$ cat src/rtl/accel_memq_pkg.sv
// accel_memq_pkg: shared types and default widths for the accelerator memory request queue
package accel_memq_pkg;
    localparam int MEMQ_DEPTH        = 4;
    localparam int MEMQ_ADDR_W       = 16;
    localparam int MEMQ_DATA_W       = 32;
    localparam int MEMQ_LINE_W       = 512;
    localparam int MEMQ_STARVE_LIMIT = 16;

    typedef struct packed {
        logic                   wrt;
        logic [MEMQ_ADDR_W-1:0] addr;
        logic [MEMQ_DATA_W-1:0] wrt_data;
    } memq_req_t;

    typedef enum logic [1:0] {IDLE, ISSUE, RD_WAIT} memq_state_t;
endpackage

$ cat src/rtl/accel_memq_fifo.sv
// accel_memq_fifo: in-order request storage with pointers, count, full/empty
module accel_memq_fifo
    import accel_memq_pkg::*;
#(
    parameter int DEPTH = MEMQ_DEPTH
) (
    input  logic                       clk,
    input  logic                       rst_n,
    input  logic                       push,
    input  logic                       pop,
    input  memq_req_t                  wr_req,
    output memq_req_t                  head,
    output logic                       full,
    output logic                       empty,
    output logic [$clog2(DEPTH+1)-1:0] count
);
    localparam int PW = $clog2(DEPTH);
    localparam int CW = $clog2(DEPTH+1);

    memq_req_t         mem [DEPTH];
    logic [PW-1:0]     wr_ptr, rd_ptr;

    always_ff @(posedge clk)
        if (push) mem[wr_ptr] <= wr_req;

    // DEPTH is a power of two, so pointer overflow is the modulo wrap
    always_ff @(posedge clk or negedge rst_n) begin
        if (!rst_n) begin
            wr_ptr <= '0;
            rd_ptr <= '0;
            count  <= '0;
        end else begin
            wr_ptr <= push ? wr_ptr + PW'(1) : wr_ptr;
            rd_ptr <= pop ? rd_ptr + PW'(1) : rd_ptr;
            count  <= count + CW'(push) - CW'(pop);
        end
    end

    assign head  = mem[rd_ptr];
    assign full  = count == CW'(DEPTH);
    assign empty = count == '0;
endmodule

$ cat src/rtl/accel_mem_req_queue.sv
// accel_mem_req_queue: buffers accelerator requests, issues them when the CPU leaves memory idle.
// Optional starvation guard driving mem_prio_req is enabled with `define ACCEL_MEMQ_STARVE_EN.
module accel_mem_req_queue
    import accel_memq_pkg::*;
#(
    parameter int DEPTH        = MEMQ_DEPTH,
    parameter int ADDR_W       = MEMQ_ADDR_W,
    parameter int DATA_W       = MEMQ_DATA_W,
    parameter int LINE_W       = MEMQ_LINE_W,
    parameter int STARVE_LIMIT = MEMQ_STARVE_LIMIT
) (
    input  logic                       clk,
    input  logic                       rst_n,
    input  logic                       req_valid,
    output logic                       req_ready,
    input  logic                       req_wrt,
    input  logic [ADDR_W-1:0]          req_addr,
    input  logic [DATA_W-1:0]          req_wrt_data,
    output logic                       rsp_valid,
    output logic [LINE_W-1:0]          rsp_data,
    input  logic                       cpu_busy,
    output logic [ADDR_W-1:0]          mem_addr,
    output logic [DATA_W-1:0]          mem_wrt_data,
    output logic                       mem_wrt_en,
    input  logic [LINE_W-1:0]          mem_rd_data,
    output logic                       mem_prio_req,
    output logic [$clog2(DEPTH+1)-1:0] occupancy
);
    localparam int CW = $clog2(DEPTH+1);

    memq_state_t       state, state_nxt;
    memq_req_t         head;
    logic              push, pop, full, empty;
    logic [LINE_W-1:0] rsp_q;

    assign req_ready = !full;
    assign push      = req_valid && !full;
    assign pop       = state == ISSUE && !cpu_busy && !empty;

    accel_memq_fifo #(.DEPTH(DEPTH)) u_fifo (
        .clk    (clk),
        .rst_n  (rst_n),
        .push   (push),
        .pop    (pop),
        .wr_req ('{wrt: req_wrt, addr: req_addr, wrt_data: req_wrt_data}),
        .head   (head),
        .full   (full),
        .empty  (empty),
        .count  (occupancy)
    );

    always_ff @(posedge clk or negedge rst_n)
        if (!rst_n) state <= IDLE;
        else state <= state_nxt;

    // a push this cycle counts as occupancy so the request issues on the very next cycle
    always_comb begin
        state_nxt = state;
        case (state)
            IDLE:    state_nxt = (push || !empty) ? ISSUE : IDLE;
            ISSUE:   if (pop) state_nxt = !head.wrt ? RD_WAIT :
                                          (occupancy > CW'(1) || push) ? ISSUE : IDLE;
            RD_WAIT: state_nxt = (push || !empty) ? ISSUE : IDLE;
            default: state_nxt = IDLE;
        endcase
    end

    assign mem_addr     = head.addr;
    assign mem_wrt_data = head.wrt_data;
    assign mem_wrt_en   = pop && head.wrt;

    // memory returns the line during RD_WAIT; forward it then, hold it afterwards
    assign rsp_valid = state == RD_WAIT;
    assign rsp_data  = rsp_valid ? mem_rd_data : rsp_q;

    always_ff @(posedge clk or negedge rst_n)
        if (!rst_n) rsp_q <= '0;
        else if (rsp_valid) rsp_q <= mem_rd_data;

`ifdef ACCEL_MEMQ_STARVE_EN
    localparam int SW = $clog2(STARVE_LIMIT+1);
    logic [SW-1:0] starve_cnt;

    always_ff @(posedge clk or negedge rst_n) begin
        if (!rst_n) starve_cnt <= '0;
        else if (pop) starve_cnt <= '0;
        else if (state == ISSUE && cpu_busy && starve_cnt != SW'(STARVE_LIMIT))
            starve_cnt <= starve_cnt + SW'(1);
    end

    assign mem_prio_req = starve_cnt >= SW'(STARVE_LIMIT);
`else
    assign mem_prio_req = 1'b0;
`endif
endmodule
$ cat config.mk
export PLATFORM = sky130hd
export DESIGN_NAME = accel_mem_req_queue
export DESIGN_NICKNAME = d
export VERILOG_FILES = /design/src/rtl/accel_memq_pkg.sv /design/src/rtl/accel_memq_fifo.sv /design/src/rtl/accel_mem_req_queue.sv
export SDC_FILE = /design/constraint.sdc
export NUM_CORES = 1
export LEC_CHECK = 0
export CORE_AREA = 3 3 439 441
export CTS_CLUSTER_DIAMETER = 150
export DETAILED_ROUTE_END_ITERATION = 10
export DIE_AREA = 0 0 442 444
export GPL_ROUTABILITY_DRIVEN = 0
export PLACE_DENSITY = 0.36
export SLEW_MARGIN = 5
export SYNTH_ARGS = -nofsm -noshare
export SYNTH_HDL_FRONTEND = slang
export SYNTH_SLANG_ARGS = --single-unit
$ cat constraint.sdc
create_clock -name clk -period 2.7 [get_ports clk]
set_clock_uncertainty 0.15 [all_clocks]
set_input_delay 0.54 -clock clk [delete_from_list [all_inputs] [get_ports clk]]
set_output_delay 0.54 -clock clk [all_outputs]
set_load 0.02 [all_outputs]
==> metrics.txt, run 1 <==
status finished, violations left; failing checks setup timing; Synth warnings 0; Tmin final 3.08 ns; clk buf depth 3; Post-synth EDFFs 196; Pwr Total 61.9 mW; worst slew pin tran 0.567 ns; Leakage 21.7 nW; Hold Vio Cnt, Final 0; vias 22885; Critical Path RT 2.01 ns; Worst Setup End Kind primary output; Synth area leaders dfrtp_1 (48%), edfxtp_1 (22%), nand2_1 (21%); initial antenna violation count 28; switch share 40.7%; Final #Nets 4483; synth unique cells 30; synthesized area 0.0270 sq mm; die height 444 um; CTS tree yes; highest-delay cell along the critical path dfrtp_1; WL final 142000 um; Clock power frac 21.4%; Area Growth Syn to Fin 75.0%; Max Slew Vio Count 0; worst IR drop on VDD 0.000590 V; largest net degree at the start of global routing 79; GRT Util Overall 14.0%; critical path class flop to primary output; Fmax achieved 325 MHz; predominant post-synthesis flop cell dfrtp_1; num ports 1132; Pint 36.7 mW; leading area contributor after synthesis dfrtp_1; max incr delay on CP 0.38 ns; Inst Count DP 6280; Synth top cells by count nand2_1 (1537), dfrtp_1 (521), edfxtp_1 (196); post-synth net total 3047; Die ar. 0.196 sq mm; RSZ-0062 raised after global routing yes; layout cell share with drive strength beyond 1 27.2%; Switch Pwr 25.2 mW; wire per inst 21.9 um; drt drc 0; crit path max fanout 19; area of the core 0.190 sq mm; pre-CTS WS -0.0672 ns; final worst slack -0.380 ns; DIE WIDTH 442 um; Mapped Cells 2474; clk sinks 717; Antenna Violating Nets Remaining 0; Final Util 24.9%; post-synthesis sequential area ratio 70.2%; period utilization 114%; Initial Util 14.2%; FP Rows 160; number of max-cap violations 0; startpoint types flop; Clock Pin Slew Worst Setup and Hold Paths 0.06 ns; CP arrival 2.39 ns; first-pass iteration count of the detailed router 5; CTS H-tree lvls 3; vias in the first global route 23877; Post-Layout Inst Area 0.0472 sq mm; Seq cells post-synth 717; port bufs 1130; endpoints failing setup 565; Hold WC Path Type input pin to flop; Max-Slew Margin vs Limit 62.2%; Root Buffer clkbuf_16; GRT overflow 0; CTS Buf Count 95; Yosys top cell area share 48.3%; initial drt markers 1198; first-pass GRT wire length 194000 um; detailed placement HPWL 108000 um; Comb power frac 51.3%; cell with the most instances after synthesis nand2_1; Finished Layout Cells 6506; Placed Area 0.0433 sq mm; worst skew pair latency 0.72 ns; filler instances 20350; Reg power frac 27.3%; Mapped Avg Cell Area 10.9 sq um; routed vias/inst 3.52; Power Density 1310 mW/mm^2; crit path cell chain nand2b_4 > buf_4 > buf_16 > buf_16 > buf_12 > nand2_1 > nand2_1 > buf_6; ys async rst share 72.7%; Crit path max-delay family buffers and inverters; worst path bufs/invs 5
worst paths after layout:
| path | to | cells past startpoint | slack (ns) | start |
|---|---|---|---|---|
| min in group asynchronous | rsp_q[496]$_DFF_PN0_ | 2 | 0.22 | rst_n |
| hold reg to reg | rsp_q[54]$_DFF_PN0_ | 2 | 0.32 | rsp_q[54]$_DFF_PN0_ |
| max in group asynchronous | rsp_q[36]$_DFF_PN0_ | 3 | 1.17 | rst_n |
| setup reg to reg | u_fifo.count[2]$_DFF_PN0_ | 10 | 0.47 | state[0]$_DFFE_PN0P_ |
| setup / recovery | rsp_data[297] | 8 | -0.38 | state[0]$_DFFE_PN0P_ |
| hold / removal | rsp_q[263]$_DFF_PN0_ | 3 | 0.20 | mem_rd_data[263] |
metrics by stage:
step                hold slack [ns]  TNS (ns)
floorplan                    0.0944         0
global placement              0.304    -0.245
detailed placement            0.307    -0.355
CTS                          0.0717   -266.56
global route                  0.144   -239.23
finish                        0.195   -146.03
worst register-to-register path, stage by stage (launching register included):
cell and delay [ns]:
dfrtp_1 0.35, buf_4 0.11, buf_4 0.11, nand2b_4 0.08, nor3_1 0.25, ha_1 0.28
inv_1 0.06, ha_1 0.13, inv_1 0.05, fa_1 0.40, xor2_1 0.17
final cells by class:
cell class / instances / area, sq um / share of cell area, %
Antenna cell: 8 / 20.0 / 0.0424
Clock buffer: 132 / 2710 / 5.74
Clock inverter: 42 / 614 / 1.30
Inverter: 10 / 63.8 / 0.135
Multi-Input combinational cell: 1620 / 7410 / 15.7
Sequential cell: 717 / 18900 / 40.1
Tap cell: 2511 / 3140 / 6.66
Timing Repair Buffer: 1465 / 14300 / 30.3
Timing Repair inverter: 1 / 20.0 / 0.0424
sequential cells by signal, indices dropped and copies added, names as in the netlist:
signal,cells
u_fifo.wr_ptr,2
rsp_q,512
u_fifo.mem,196
u_fifo.count,3
state,2
u_fifo.rd_ptr,2
logic make-up (layout without fill, tap and decap cells):
| kind of cell | after synthesis | in the layout | synth area share, % |
|---|---|---|---|
| flops | 717 | 717 | 70.2 |
| fa+ha+maj | 8 | 8 | 0.399 |
| simple gates | 1554 | 1554 | 21.9 |
| compound gates | 3 | 3 | 0.125 |
| mux | 50 | 50 | 4.13 |
| xor+xnor | 4 | 4 | 0.130 |
| buf+inv | 137 | 1650 | 3.17 |
| other cells | 1 | 9 | 0.0139 |
layer usage:
layer  track usage [%]  routed length, um
met5                 0                 67
met4              4.35               3760
met3              4.89              11100
met2              24.4              71800
met1              15.8              55400
layout by cell type (no fill, tap or decap), drive strengths merged, types with 9 or more instances in the layout:
cell           instances
buf                  601
clkinv                25
clkdlybuf4s50        567
inv                   14
clkdlybuf4s15        129
clkbuf               242
bufinv                 9
nand2               1537
dlygate4sd2           53
edfxtp               196
mux4                  49
dfrtp                521
power by group through the flow:
stage                     combinational [mW]  clock, mW  sequential, mW
after floorplan                         14.2          0            16.8
after global placement                  33.4          0            17.0
after detailed placement                33.3          0            17.1
after CTS                               32.4       13.9            16.9
after global routing                    34.1       14.3            17.3
final                                   31.7       13.3            16.9
repair_timing:
item / CTS / global route
pin swaps: 4 / 5
buffers inserted: 22 / 4
gates cloned: 11 / 8
hold buffers: 1 / 0
gates resized for setup: 990 / 393
endpoints found under the setup margin: 566 / 566
endpoints found under the hold margin: 75 / 0
No activity file was read; power rests on OpenSTA's default activity.
==> inputs of run 2 (changes only) <==
--- a/config.mk
+++ b/config.mk
@@ -11,6 +11,7 @@
 export DIE_AREA = 0 0 442 444
 export GPL_ROUTABILITY_DRIVEN = 0
 export PLACE_DENSITY = 0.36
+export SETUP_SLACK_MARGIN = 0.1
 export SLEW_MARGIN = 5
 export SYNTH_ARGS = -nofsm -noshare
 export SYNTH_HDL_FRONTEND = slang
==> metrics.txt, run 2 (same netlist as run 1, synthesis figures left out) <==
status finished, violations left (unchanged); Final Util 24.9% (about the same); area of the core 0.190 sq mm (unchanged); Min Hold Slack 0.195 ns (about the same); Leakage 21.7 nW (about the same); filler instances 20352 (was 20350); r2r startpoint state[0]$_DFFE_PN0P_ (unchanged); num ports 1132 (unchanged); FP Rows 160 (unchanged); first-pass iteration count of the detailed router 5 (unchanged); Pwr Total 61.9 mW (about the same); Max-Slew Margin vs Limit 62.1% (was 62.2%); commonest non-fill, non-tap cell in the layout nand2_1 (unchanged); Placed Area 0.0433 sq mm (unchanged); Inst Count DP 6280 (unchanged); CTS tree yes (unchanged); first-pass GRT wire length 194000 um (unchanged); Finished Layout Cells 6509 (was 6506); Area Growth Syn to Fin 75.0% (about the same); failing checks setup timing (unchanged); wire per inst 21.8 um (was 21.9 um); pre-CTS WS -0.0672 ns (unchanged); worst skew pair latency 0.72 ns (about the same); crit path max fanout 19 (unchanged); detailed placement HPWL 108000 um (unchanged); clk sinks 717 (unchanged); startpoint types flop (unchanged); worst slew pin tran 0.569 ns (was 0.567 ns); worst IR drop on VDD 0.000589 V (was 0.000590 V); clk buf depth 3 (unchanged); GRT Util Overall 14.0% (unchanged); WL final 142000 um (about the same); Power Density 1310 mW/mm^2 (about the same); drt drc 0 (unchanged); largest net degree at the start of global routing 79 (unchanged); Critical Path RT 2.01 ns (about the same); Worst Setup End Kind primary output (unchanged); Fmax achieved 325 MHz (about the same); Antenna Violating Nets Remaining 0 (unchanged); die height 444 um (unchanged); endpoints failing setup 565 (unchanged); Tmin final 3.08 ns (about the same); critical path class flop to primary output (unchanged); CTS Buf Count 95 (unchanged); Initial Util 14.2% (unchanged); Root Buffer clkbuf_16 (unchanged); worst hold start mem_rd_data[263] (unchanged); max FFs per register 512 (unchanged); Hold Vio Cnt, Final 0 (unchanged); biggest regs rsp_q: 512 flops, u_fifo.mem: 196 flops, u_fifo.count: 3 flops (unchanged); number of max-cap violations 0 (unchanged); Post-Layout Inst Area 0.0472 sq mm (about the same); Max Slew Vio Count 0 (unchanged); CP arrival 2.39 ns (about the same); Hold WC Path Type input pin to flop (unchanged); commonest non-fill, non-tap cells in the layout nand2_1 (1478), clkdlybuf4s50_1 (567), dfrtp_1 (519) (unchanged); final worst slack -0.377 ns (was -0.380 ns); initial drt markers 1165 (was 1198); layout cell share with drive strength beyond 1 27.2% (about the same); source of the critical timing path state[0]$_DFFE_PN0P_ (unchanged); initial antenna violation count 28 (unchanged); vias 22846 (was 22885); GRT overflow 0 (unchanged); RSZ-0062 raised after global routing yes (unchanged); Biggest register rsp_q (unchanged); Total Neg Setup Slack -144.73 ns (was -146.03 ns); Die ar. 0.196 sq mm (unchanged); DIE WIDTH 442 um (unchanged); routed vias/inst 3.51 (was 3.52); vias in the first global route 23877 (unchanged); CTS H-tree lvls 3 (unchanged); Clock Pin Slew Worst Setup and Hold Paths 0.06 ns (about the same); Final #Nets 4484 (was 4483); port bufs 1130 (unchanged); period utilization 114% (about the same)
==> run 2: cell count changes in the layout (fill, tap and decap cells not counted), sizes merged <==
cell,delta
diode,+2
buf,+1
==> run 2: critical path, cell delays in order (launching register included) <==
cell and delay, ns:
dfrtp_1 0.38, nand2b_4 0.16, buf_4 0.16, buf_16 0.16, buf_16 0.22, buf_12 0.15, nand2_1 0.06, nand2_1 0.12
buf_6 0.17
==> run 2: final timing paths <==
kind                       slack, ns                        end  cells after the start
max                            -0.38              rsp_data[297]                      8
min                             0.20       rsp_q[263]$_DFF_PN0_                      3
max reg2reg                     0.48  u_fifo.count[2]$_DFF_PN0_                     10
min reg2reg                     0.32        rsp_q[54]$_DFF_PN0_                      2
max in group asynchronous       1.18        rsp_q[36]$_DFF_PN0_                      3
min in group asynchronous       0.22       rsp_q[496]$_DFF_PN0_                      2
==> run 2: layer usage <==
metal	global-route usage (%)	up-vias	part of all wire, %
li1	-	10764	-
met1	15.8	11093	39
met2	24.4	804	51
met3	4.89	177	7.8
met4	4.35	8	2.7
met5	0	-	0.047
==> run 2: cell type report <==
cell class | instances | area, sq um | share of cell area (%)
clock inverters | 42 | 614 | 1.30
clock buffers | 132 | 2710 | 5.73
flip-flops and latches | 717 | 18900 | 40.1
repair buffers | 1466 | 14300 | 30.3
diodes | 10 | 25.0 | 0.0530
inverters | 10 | 63.8 | 0.135
multi-input cells | 1620 | 7410 | 15.7
repair inverters | 1 | 20.0 | 0.0424
well taps | 2511 | 3140 | 6.66
==> run 2: power breakdown <==
group	internal, mW	switching [mW]	total [mW]
sequential	15.8	1.11	16.9
clock	7.93	5.32	13.3
combinational	13.0	18.7	31.7
==> run 2: timing repair <==
| item | in CTS | in global routing |
|---|---|---|
| gates resized for setup | 990 | 395 |
| endpoints found under the hold margin | 75 | 0 |
| cloned | 11 | 8 |
| pin swaps | 4 | 5 |
| hold buffers | 1 | 0 |
| setup buffers | 22 | 4 |
| setup endpoints to repair | 566 | 566 |
